## src/rtl/audio_capture.sv

```systemverilog
// rtl/audio_capture.sv - PDM microphone capture into 8-bit samples for the sample RAM (option: AUDIO_CAPTURE_LOOP_EN)
module audio_capture #(
  parameter int ADDR_W       = 13,
  parameter int SAMPLE_DEPTH = 8192,
  parameter int MIC_CLK_DIV  = 12
) (
  input  logic              clk_25MHZ,
  input  logic              rst,
  input  logic              clk_8KHZ,
  input  logic              start,
  input  logic              stop,
  input  logic              mic_data,
  output logic              mic_clk,
  output logic              wr_en,
  output logic [ADDR_W-1:0] wr_addr,
  output logic [7:0]        wr_data,
  output logic              busy,
  output logic              done,
  output logic [ADDR_W:0]   length
);

  localparam int DIV_W = $clog2(MIC_CLK_DIV + 1);
  localparam logic [DIV_W-1:0]  LP_DIV_LAST = DIV_W'(MIC_CLK_DIV - 1);
  localparam logic [ADDR_W:0]   LP_DEPTH    = (ADDR_W + 1)'(SAMPLE_DEPTH);
  localparam logic [ADDR_W-1:0] LP_PTR_LAST = ADDR_W'(SAMPLE_DEPTH - 1);

  typedef enum logic [1:0] {S_IDLE, S_ARMED, S_RECORD, S_DONE} state_t;

  state_t            r_state;
  state_t            w_state_next;
  logic [DIV_W-1:0]  r_div;
  logic              r_mic_clk;
  logic [1:0]        r_sync;
  logic [7:0]        r_ones;
  logic              r_wr_en;
  logic [ADDR_W-1:0] r_wr_addr;
  logic [7:0]        r_wr_data;
  logic [ADDR_W-1:0] r_ptr;
  logic [ADDR_W:0]   r_length;
  logic              r_stop_pend;

  logic              w_fall;
  logic              w_bit;
  logic [7:0]        w_sample;
  logic              w_full;
  logic              w_wr_req;
  logic              w_arm;
  logic              w_set_pend;

  // mic_clk falls on the cycle the divider wraps while the clock is high
  assign w_fall   = (r_div == LP_DIV_LAST) && r_mic_clk;
  assign w_bit    = w_fall && r_sync[1];
  // ones*2 saturated at 255: any count of 128 or more overflows
  assign w_sample = r_ones[7] ? 8'hFF : {r_ones[6:0], 1'b0};

`ifdef AUDIO_CAPTURE_LOOP_EN
  assign w_full = 1'b0;
`else
  assign w_full = (r_length == LP_DEPTH);
`endif

  assign mic_clk = r_mic_clk;
  assign wr_en   = r_wr_en;
  assign wr_addr = r_wr_addr;
  assign wr_data = r_wr_data;
  assign length  = r_length;
  assign busy    = (r_state == S_ARMED) || (r_state == S_RECORD);
  assign done    = (r_state == S_DONE);

  // Free-running PDM clock divider
  always_ff @(posedge clk_25MHZ or posedge rst) begin
    if (rst) begin
      r_div     <= '0;
      r_mic_clk <= 1'b0;
    end else if (r_div == LP_DIV_LAST) begin
      r_div     <= '0;
      r_mic_clk <= ~r_mic_clk;
    end else begin
      r_div <= r_div + 1'b1;
    end
  end

  // Two-flop synchronizer for the asynchronous mic data
  always_ff @(posedge clk_25MHZ or posedge rst) begin
    if (rst) r_sync <= 2'b00;
    else     r_sync <= {r_sync[0], mic_data};
  end

  // Ones counter per strobe window; a bit on the strobe cycle opens the new window
  always_ff @(posedge clk_25MHZ or posedge rst) begin
    if (rst)                          r_ones <= 8'd0;
    else if (clk_8KHZ)                r_ones <= {7'd0, w_bit};
    else if (w_bit && r_ones != 8'hFF) r_ones <= r_ones + 8'd1;
  end

  // State register
  always_ff @(posedge clk_25MHZ or posedge rst) begin
    if (rst) r_state <= S_IDLE;
    else     r_state <= w_state_next;
  end

  // Next state and write request; RECORD is left only after a pending write has been issued
  always_comb begin
    w_state_next = r_state;
    w_wr_req     = 1'b0;
    w_arm        = 1'b0;
    w_set_pend   = 1'b0;
    case (r_state)
      S_IDLE, S_DONE: begin
        if (start) begin
          w_state_next = S_ARMED;
          w_arm        = 1'b1;
        end
      end
      S_ARMED: begin
        if (stop)          w_state_next = S_DONE;
        else if (clk_8KHZ) w_state_next = S_RECORD;
      end
      S_RECORD: begin
        if (r_wr_en && (r_stop_pend || w_full)) begin
          w_state_next = S_DONE;
        end else if (stop && !clk_8KHZ) begin
          w_state_next = S_DONE;
        end else if (clk_8KHZ) begin
          w_wr_req   = 1'b1;
          w_set_pend = stop;
        end
      end
      default: w_state_next = S_IDLE;
    endcase
  end

  // Write port, take length and address pointer
  always_ff @(posedge clk_25MHZ or posedge rst) begin
    if (rst) begin
      r_wr_en     <= 1'b0;
      r_wr_addr   <= '0;
      r_wr_data   <= 8'd0;
      r_ptr       <= '0;
      r_length    <= '0;
      r_stop_pend <= 1'b0;
    end else begin
      r_wr_en <= w_wr_req;
      if (w_arm) begin
        r_ptr       <= '0;
        r_length    <= '0;
        r_stop_pend <= 1'b0;
      end else if (w_wr_req) begin
        r_wr_addr <= r_ptr;
        r_wr_data <= w_sample;
        r_ptr     <= (r_ptr == LP_PTR_LAST) ? '0 : r_ptr + 1'b1;
        if (r_length != LP_DEPTH) r_length <= r_length + 1'b1;
        if (w_set_pend) r_stop_pend <= 1'b1;
      end
    end
  end

endmodule

```

## config.mk

```make
export PLATFORM = sky130hd
export DESIGN_NAME = audio_capture
export DESIGN_NICKNAME = d
export VERILOG_FILES = /design/src/rtl/audio_capture.sv
export SDC_FILE = /design/constraint.sdc
export NUM_CORES = 1
export LEC_CHECK = 0
export ABC_AREA = 0
export CAP_MARGIN = 30
export CORE_MARGIN = 4
export CORE_UTILIZATION = 39
export DETAILED_ROUTE_END_ITERATION = 8
export GPL_TIMING_DRIVEN = 0
export PLACE_DENSITY = 0.6
export SYNTH_ARGS = -nofsm -noshare
export SYNTH_HDL_FRONTEND = slang
export SYNTH_SLANG_ARGS = --single-unit
```

## constraint.sdc

```tcl
create_clock -name clk_25MHZ -period 2.65 [get_ports clk_25MHZ]
set_input_delay 0.53 -clock clk_25MHZ [delete_from_list [all_inputs] [get_ports clk_25MHZ]]
set_output_delay 0.53 -clock clk_25MHZ [all_outputs]
set_load 0.01 [all_outputs]
```

==> impl_metrics.ini <==
[logic_synthesis]
synth_async_sr_flop_share = 1.00
yosys_register_bits = 67
yosysSeqAreaShare = 0.486
netlist.area_leader.share = 0.486
synth_area_per_cell_um2 = 9.93
synth_cells = 347
synth_cell_type_count = 52
netlist_area_mm2 = 0.00345
synth_edf_count = 0
synth-main-ff-cell = dfrtp_1
synth_area_leaders = dfrtp_1 (49%), mux2_2 (5.6%), o31ai_1 (3.0%)
yosys_warnings = 0
synth_top_area_cell = dfrtp_1
syn_nets = 361

[drt]
detail-route-antenna-nets = 0
drt-initial-drc-count = 152
drc = 0
drt-wirelength-per-cell_um = 16.1
avgViaCountPerCell = 5.69
vias = 2917
dr.pass1.iters = 5
wirelength_mm = 8.25

[sta]
setup_viol = 0
grt_setup_unrepaired = false
worstMarginPinSlew_ns = 0.831
slew_viol_final = 0
fin_crit_sh = 0.917
whs_ns = 0.353
slew-limit-headroom = 0.446
fin_crit_ns = 2.43
fin_skew_ns = 0.00793
finalSetupTns_ns = 0
hold_violations = 0
fmax_ghz = 0.411

[flow_run]
max_cap_violations = 0

[final_layout]
final_util = 0.485
design_area_mm2 = 0.00421
areaGrowthSynthToFinish_pct = 22.0
diodes = 0
multiInputGateArea_mm2 = 0.00164
nFillCells = 841
regArea_mm2 = 0.00168
final_nets = 416
post_route_cells_drive_above_1_share = 0.114

[clocking]
clock_latency_ns = 0.33
clock_sinks = 67
numCtsBuffers = 9
post_cts_buffers = 0
cts.root.buffer_cell = clkbuf_8
htreeDepth = 3
hold_buffers = 0
ctsResizeCount = 0
clock_tree.buffer_depth = 2
clkTransAtPathRegs_ns = 0.07
tritoncts = yes

[critical_path]
start_kind = flop
end_kind = flop
worstSetupStartpoint = r_state[0]
arrival_ns = 2.62
worstPathMaxFanout = 10
required_ns = 2.84
rr_startpoint = r_state[0]
critical_path_class = flop to flop

[power]
power.total_mw = 2.82
cellPowerDensity_mw_per_mm2 = 671
vdd_ir_drop_max_mv = 0.277
leakagePower_nw = 1.77

[global_routing]
grt_util_all_layers = 0.167
grt_pass1_wl_mm = 13.8
top_usage_layer = met2
grt_use_met2 = 0.256
gr-usage-met1 = 0.232
grt_pass1_vias = 2718
met3_usage = 0.0300
grt_max_degree = 68
grt_overflow = 0
grt_antenna_before_repair = 0

[placed_design]
port_buffers = 44
gp_congestion = 0.884
place_area_mm2 = 0.00403
dp_hpwl_mm = 5.74

[hold_path]
hp-class = flop to flop
hp-start = r_sync[0]

[floorplanning]
initial_core_util = 0.397
io-pin-count = 45
die_w_um = 102
core_mm2 = 0.00868
rows = 34
die_h_um = 102
die_area_mm2 = 0.0104

[outcome]
status = complete, no violations
## through the flow
| step | cells | setup slack [ns] |
|---|---|---|
| after floorplan | 347 | 0.437 |
| after global placement | 499 | -0.784 |
| after detailed placement | 499 | -0.0663 |
| after CTS | 513 | 0.219 |
| after global routing | 513 | 0.0152 |
| final | 513 | 0.219 |
## sequential cells by signal, summed over array words and instances, names as in the netlist
name         cells
wr_data          8
wr_addr         13
length          14
r_state          2
r_stop_pend      1
wr_en            1
r_sync           2
r_div            4
r_ptr           13
r_ones           8
mic_clk          1
## critical path, cell delays in order, from the launching register on
cell and delay (ns):
dfrtp_1 0.40, inv_1 0.08, ha_1 0.36, and2_0 0.15, clkbuf_1 0.19, clkbuf_1 0.46, buf_1 0.54, nor2_1 0.11
## layer usage
| layer | part of all wire | wire [um] |
|---|---|---|
| met3 | 0.044 | 366 |
| met2 | 0.48 | 3920 |
| met5 | 0 | 0 |
| met4 | 0.018 | 145 |
| met1 | 0.46 | 3820 |
## Yosys cell counts, types with 5 or more instances
library cell  count
nor2_1           25
o31ai_1          14
a211oi_1          5
mux2_2           17
nand3_1          13
or3_1             7
ha_1              8
a21oi_1          15
and3_1            5
nand2_1          27
inv_1            10
nor3_1            6
nand2b_1          5
nand4_1           9
buf_2             6
clkbuf_1         15
or4_1             7
a31oi_1           5
and4_1            8
dfrtp_1          67
o21ai_0          20
## power breakdown
part	switching (mW)	internal (mW)
sequential	0.0885	1.10
clock	0.369	0.447
combinational	0.496	0.320
total	0.953	1.87
## layout make-up
class | instances | area share
Clock buffer | 11 | 0.0336
Tap cell | 108 | 0.0321
Multi-Input combinational cell | 248 | 0.391
Clock inverter | 3 | 0.00952
Sequential cell | 67 | 0.399
Inverter | 10 | 0.00952
Timing Repair Buffer | 44 | 0.105
Buffer | 22 | 0.0214
## placed cells by master, fill, tap and decap left out, types with 3 or more instances in the layout
| cell | count |
|---|---|
| a31oi_1 | 5 |
| mux2_2 | 17 |
| and4_1 | 8 |
| clkbuf_1 | 16 |
| buf_2 | 6 |
| clkbuf_8 | 10 |
| o22ai_1 | 3 |
| xnor2_1 | 3 |
| o31ai_1 | 14 |
| ha_1 | 8 |
| a41o_1 | 3 |
| nand4_1 | 9 |
| nor2b_1 | 4 |
| nor4_1 | 3 |
| a21oi_1 | 15 |
| dfrtp_1 | 67 |
| or4_1 | 7 |
| nor2_1 | 25 |
| nand2b_1 | 5 |
| a211oi_1 | 5 |
| or3_1 | 7 |
| nand2_1 | 27 |
| clkdlybuf4s50_1 | 44 |
| o21ai_0 | 20 |
| inv_1 | 9 |
| nand3_1 | 13 |
| o41ai_1 | 3 |
| nor3_1 | 6 |
| and3_1 | 5 |
## cells by family (layout without fill, tap and decap cells)
logic type / after synthesis / after routing / share of synthesized area
compound gates: 79 / 79 / 0.151
xor+xnor: 5 / 5 / 0.0127
fa+ha+maj: 8 / 8 / 0.0290
buf+inv: 32 / 90 / 0.0370
flops: 67 / 67 / 0.486
mux: 19 / 19 / 0.0613
simple gates: 137 / 137 / 0.222
## final timing paths
| check | endpoint | slack [ns] | depth (start not counted) |
|---|---|---|---|
| max | length[3] | 0.22 | 7 |
| min | r_sync[1] | 0.35 | 0 |
| max reg2reg | length[3] | 0.22 | 7 |
| min reg2reg | r_sync[1] | 0.35 | 0 |
| max in group asynchronous | length[7] | 1.39 | 2 |
| min in group asynchronous | r_div[0] | 0.71 | 2 |
(Power assumes the default switching activity.)
